$ cat src/rtl/pipe_stage_reg.sv
// pipe_stage_reg: parametrised inter-stage pipeline register with a
// valid/ready handshake and a two-entry skid buffer (main = head, skid =
// younger entry). in_ready depends only on registered state, so downstream
// backpressure never reaches upstream combinationally. A synchronous flush
// turns the stage contents into all-zero bubbles.
//
// Optional feature: define PIPE_STAGE_STATS_EN to add the saturating
// stall_cnt / bubble_cnt performance counters and their ports.

module pipe_stage_reg #(
    parameter int WIDTH = 32,
    parameter int LANES = 3
) (
    input  logic                   clk,
    input  logic                   reset,
    input  logic                   in_valid,
    output logic                   in_ready,
    input  logic [LANES*WIDTH-1:0] in_data,
    input  logic                   in_exc,
    output logic                   out_valid,
    input  logic                   out_ready,
    output logic [LANES*WIDTH-1:0] out_data,
    output logic                   out_exc,
    input  logic                   flush
`ifdef PIPE_STAGE_STATS_EN
    ,
    output logic [31:0]            stall_cnt,
    output logic [31:0]            bubble_cnt
`endif
);

    localparam int DW = LANES * WIDTH;

    // Occupancy is encoded directly by {main_valid, skid_valid}
    localparam logic [1:0] ST_EMPTY = 2'b00;
    localparam logic [1:0] ST_ONE   = 2'b10;
    localparam logic [1:0] ST_FULL  = 2'b11;

    logic          main_valid, skid_valid;
    logic          main_exc, skid_exc;
    logic [DW-1:0] main_data, skid_data;

    logic          main_valid_nxt, skid_valid_nxt;
    logic          main_exc_nxt, skid_exc_nxt;
    logic [DW-1:0] main_data_nxt, skid_data_nxt;

    logic [1:0]    state;
    logic          acc, emit;

    assign state     = {main_valid, skid_valid};
    assign in_ready  = ~skid_valid;
    assign out_valid = main_valid;
    assign acc       = in_valid & in_ready;
    assign emit      = out_valid & out_ready;

    // Bubbles present as NOP: the head is masked to zero while invalid
    assign out_data  = {DW{main_valid}} & main_data;
    assign out_exc   = main_valid & main_exc;

    // Next-state selection for the head and skid entries; flush wins over
    // any same-cycle accept, and a same-cycle emit needs no extra action
    always_comb begin
        main_valid_nxt = main_valid;
        main_data_nxt  = main_data;
        main_exc_nxt   = main_exc;
        skid_valid_nxt = skid_valid;
        skid_data_nxt  = skid_data;
        skid_exc_nxt   = skid_exc;

        if (flush) begin
            main_valid_nxt = 1'b0;
            main_data_nxt  = '0;
            main_exc_nxt   = 1'b0;
            skid_valid_nxt = 1'b0;
            skid_data_nxt  = '0;
            skid_exc_nxt   = 1'b0;
        end else begin
            case (state)
                ST_EMPTY: begin
                    if (acc) begin
                        main_valid_nxt = 1'b1;
                        main_data_nxt  = in_data;
                        main_exc_nxt   = in_exc;
                    end
                end
                ST_ONE: begin
                    if (acc && emit) begin
                        main_data_nxt  = in_data;
                        main_exc_nxt   = in_exc;
                    end else if (acc) begin
                        skid_valid_nxt = 1'b1;
                        skid_data_nxt  = in_data;
                        skid_exc_nxt   = in_exc;
                    end else if (emit) begin
                        main_valid_nxt = 1'b0;
                        main_data_nxt  = '0;
                        main_exc_nxt   = 1'b0;
                    end
                end
                ST_FULL: begin
                    if (emit) begin
                        main_data_nxt  = skid_data;
                        main_exc_nxt   = skid_exc;
                        skid_valid_nxt = 1'b0;
                        skid_data_nxt  = '0;
                        skid_exc_nxt   = 1'b0;
                    end
                end
                default: begin
                    // Skid-only occupancy cannot arise; fall back to empty
                    main_valid_nxt = 1'b0;
                    main_data_nxt  = '0;
                    main_exc_nxt   = 1'b0;
                    skid_valid_nxt = 1'b0;
                    skid_data_nxt  = '0;
                    skid_exc_nxt   = 1'b0;
                end
            endcase
        end
    end

    // Entry storage with asynchronous clear of every valid, exc and payload bit
    always_ff @(posedge clk or posedge reset) begin
        if (reset) begin
            main_valid <= 1'b0;
            main_data  <= '0;
            main_exc   <= 1'b0;
            skid_valid <= 1'b0;
            skid_data  <= '0;
            skid_exc   <= 1'b0;
        end else begin
            main_valid <= main_valid_nxt;
            main_data  <= main_data_nxt;
            main_exc   <= main_exc_nxt;
            skid_valid <= skid_valid_nxt;
            skid_data  <= skid_data_nxt;
            skid_exc   <= skid_exc_nxt;
        end
    end

`ifdef PIPE_STAGE_STATS_EN
    // Saturating backpressure / starvation counters, untouched by flush
    always_ff @(posedge clk or posedge reset) begin
        if (reset) begin
            stall_cnt  <= '0;
            bubble_cnt <= '0;
        end else begin
            if (out_valid && !out_ready && (stall_cnt != 32'hFFFF_FFFF))
                stall_cnt <= stall_cnt + 32'd1;
            if (!out_valid && out_ready && (bubble_cnt != 32'hFFFF_FFFF))
                bubble_cnt <= bubble_cnt + 32'd1;
        end
    end
`endif

endmodule

$ cat config.mk
export PLATFORM = sky130hd
export DESIGN_NAME = pipe_stage_reg
export DESIGN_NICKNAME = d
export VERILOG_FILES = /design/src/rtl/pipe_stage_reg.sv
export SDC_FILE = /design/constraint.sdc
export NUM_CORES = 1
export LEC_CHECK = 0
export CORE_ASPECT_RATIO = 1.1
export CORE_MARGIN = 2
export CORE_UTILIZATION = 42
export DETAILED_ROUTE_END_ITERATION = 10
export GPL_ROUTABILITY_DRIVEN = 0
export GPL_TIMING_DRIVEN = 1
export PLACE_DENSITY_LB_ADDON = 0.12
export RECOVER_POWER = 25
export SLEW_MARGIN = 0
export SYNTH_ARGS = -nofsm -noshare
export SYNTH_HDL_FRONTEND = slang
export SYNTH_SLANG_ARGS = --single-unit
$ cat constraint.sdc
create_clock -name clk -period 14.8 [get_ports clk]
set_input_delay 4.44 -clock clk [delete_from_list [all_inputs] [get_ports clk]]
set_output_delay 4.44 -clock clk [all_outputs]
set_load 0.02 [all_outputs]
==> impl_metrics.py <==
metrics = {
    "status": {
        "outcome": "complete, but fails checks",
        "violations": "capacitance limit, slew limit",
    },
    "global_routing": {
        "grt_max_degree": 117,
        "grt_pass1_wl_um": 39100,
        "grt_antenna_before_repair": 1,
        "gr-total-overflow": 0,
        "grt_pass1_vias": 7167,
        "gr-usage-all-layers": 0.225,
    },
    "synth": {
        "synthesis.area_um2": 8610,
        "async_flop_share": 1.00,
        "ys_warn_count": 0,
        "synth_nets": 791,
        "syn_inst": 689,
        "synth_seq_area_share": 0.570,
        "ys_top_cells_by_area": "dfrtp_1 (57%), a22o_1 (9.9%), a32oi_1 (9.9%)",
        "ys_ff_latch": 196,
        "yosysTopAreaCellShare": 0.570,
        "synth.distinct_cells": 27,
        "yosysTopAreaCell": "dfrtp_1",
        "synth_ff_type": "dfrtp_1",
        "synth_edf_count": 0,
        "synth_area_per_cell_um2": 12.5,
    },
    "clock_tree": {
        "htree_num_levels": 4,
        "cts_setup_buffers": 0,
        "hold_buffers": 0,
        "cts_buffers": 17,
        "clk_pin_slew_worst_paths_ns": 0.07,
        "cts_max_path_buffers": 2,
        "worst_skew_pair.late_latency_ns": 0.44,
        "clock-sinks": 196,
        "cts_tree": "done",
        "cts_resized": 0,
        "root_buffer": "clkbuf_16",
    },
    "sta": {
        "fin_tns_setup_ns": 0,
        "finalCritPeriodShare": 0.615,
        "hold_violations": 0,
        "worst_slew_pin_slew_ns": 5.10,
        "clock.fmax_mhz": 110,
        "clock_skew_ns": 0.0131,
        "rsz0062_at_grt": "no",
        "finalCriticalPeriod_ns": 9.10,
        "setup_ws_ns": 5.70,
        "slew_headroom": -2.42,
        "final_max_slew_viol_count": 215,
        "setup_viol_count_final": 0,
    },
    "detailed_routing": {
        "drc_errors": 0,
        "drt-total-wl_um": 24300,
        "ant_nets": 0,
        "viasPerCell": 6.16,
        "drt_iter0_drc": 513,
        "wl_per_cell_um": 22.1,
        "num_vias": 6762,
        "drt-pass1-iter-count": 4,
    },
    "finish": {
        "final_nets": 933,
        "multiInputGateArea_um2": 3320,
        "drive_gt1_frac": 0.0592,
        "layout_common_cells": "clkdlybuf4s50_1 (198), dfrtp_1 (195)",
        "final_common_cell": "clkdlybuf4s50_1",
        "area_delta_synth_final_pct": 30.1,
        "fillCellCount": 1675,
        "regArea_um2": 4910,
    },
    "critical_path": {
        "start_kind": "input port",
        "slowest_delay_ns": 3.36,
        "cp_slowest_cell": "clkbuf_1",
        "crit_type": "input port to flop",
        "critPathBufInv": 2,
        "crit_family": "buffers and inverters",
        "required_ns": 15.14,
        "critPathMaxFanout": 97,
        "critPathCaptureType": "flop",
        "arrival_ns": 9.45,
        "cp_cell_sequence": "dlygate4sd3_1 > a21bo_4 > clkbuf_1 > a32oi_1 > o2bb2ai_1",
    },
    "die": {
        "initial_core_util": 0.431,
        "die_y_um": 154,
        "dieArea_um2": 21700,
        "rows": 54,
        "core_region_area_um2": 20000,
        "chipWidth_um": 141,
        "ios": 201,
    },
    "pwr": {
        "ir_drop_uv": 76.7,
        "power.leakage_nw": 4.65,
        "fin_total_pwr_w": 0.00117,
        "power.density_nw_per_um2": 105,
    },
    "min_path": {
        "hp-class": "flop to flop",
    },
    "run": {
        "cap_violations": 2,
    },
    "place": {
        "pre_cts_ws_ns": 7.66,
        "hpwl_um": 13500,
        "io_buffers": 200,
    },
}
-- area by class of cell --
| class | count | share of cell area |
|---|---|---|
| well taps | 252 | 0.0281 |
| diodes | 1 | 0.000223 |
| clock inverters | 14 | 0.0131 |
| clock buffers | 18 | 0.0392 |
| flip-flops and latches | 196 | 0.438 |
| multi-input cells | 404 | 0.296 |
| inverters | 3 | 0.00112 |
| repair buffers | 209 | 0.184 |
-- registers in the layout, summed over array words and instances, names as in the netlist --
signal / flops
main_data: 96
skid_data: 96
main_exc: 1
out_valid: 1
skid_exc: 1
skid_valid: 1
-- power by group --
| part | switching (W) | internal (W) |
|---|---|---|
| sequential | 0.0000138 | 0.000558 |
| clock | 0.000216 | 0.000242 |
| combinational | 0.0000795 | 0.0000647 |
| total | 0.000309 | 0.000865 |
-- worst register-to-register path, delay by kind of cell (launching register included) --
family	cells	cell delay, ns
AOI/OAI and AO/OA	3	1.16
buffers and inverters	2	3.80
DFF	1	0.59
-- cell families (layout without fill, tap and decap cells) --
logic type,after synthesis,in the layout,share of synthesized area
AO/OA/AOI/OAI,297,297,0.302
other,0,1,0
flip-flops,196,196,0.570
AND/OR/NAND/NOR,107,107,0.0790
buffers and inverters,89,244,0.0490
-- worst paths after layout --
kind,start,endpoint,slack [ns],depth (start not counted)
worst min-delay path,main_data[12]$_DFFE_PP0P_,main_data[12]$_DFFE_PP0P_,0.48,1
worst min register to register,main_data[12]$_DFFE_PP0P_,main_data[12]$_DFFE_PP0P_,0.48,1
worst max register to register,out_valid$_DFFE_PP0P_,main_data[81]$_DFFE_PP0P_,9.16,5
min in group asynchronous,reset,main_data[92]$_DFFE_PP0P_,6.05,2
worst max-delay path,out_ready,main_data[81]$_DFFE_PP0P_,5.70,5
max in group asynchronous,reset,skid_data[1]$_DFFE_PP0P_,6.15,3
-- per-layer routing --
| layer | GRT usage | share of wire | vias up |
|---|---|---|---|
| li1 | - | - | 2986 |
| met1 | 0.309 | 0.45 | 3483 |
| met2 | 0.364 | 0.49 | 270 |
| met3 | 0.0461 | 0.053 | 23 |
| met4 | 0.0686 | 0.014 | 0 |
| met5 | 0 | 0 | - |
-- per-stage QoR --
stage	cells	cell area [µm²]	util	hold WS [ns]
after global routing	1097	11200	0.560	0.501
after CTS	1096	11200	0.561	0.487
after global placement	1064	10600	0.531	0.462
after detailed placement	1064	10600	0.531	0.467
after floorplan	689	8610	-	0.448
final	1097	11200	0.560	0.483
-- synth_stat cells (all sizes together) (2+ instances only) --
| library cell | count |
|---|---|
| inv | 3 |
| dfrtp | 196 |
| a21oi | 2 |
| clkbuf | 52 |
| nand2b | 2 |
| nor3 | 2 |
| and2 | 98 |
| a22o | 97 |
| o2bb2ai | 97 |
| buf | 34 |
| a32oi | 97 |
No activity file was read; power rests on OpenSTA's default activity.
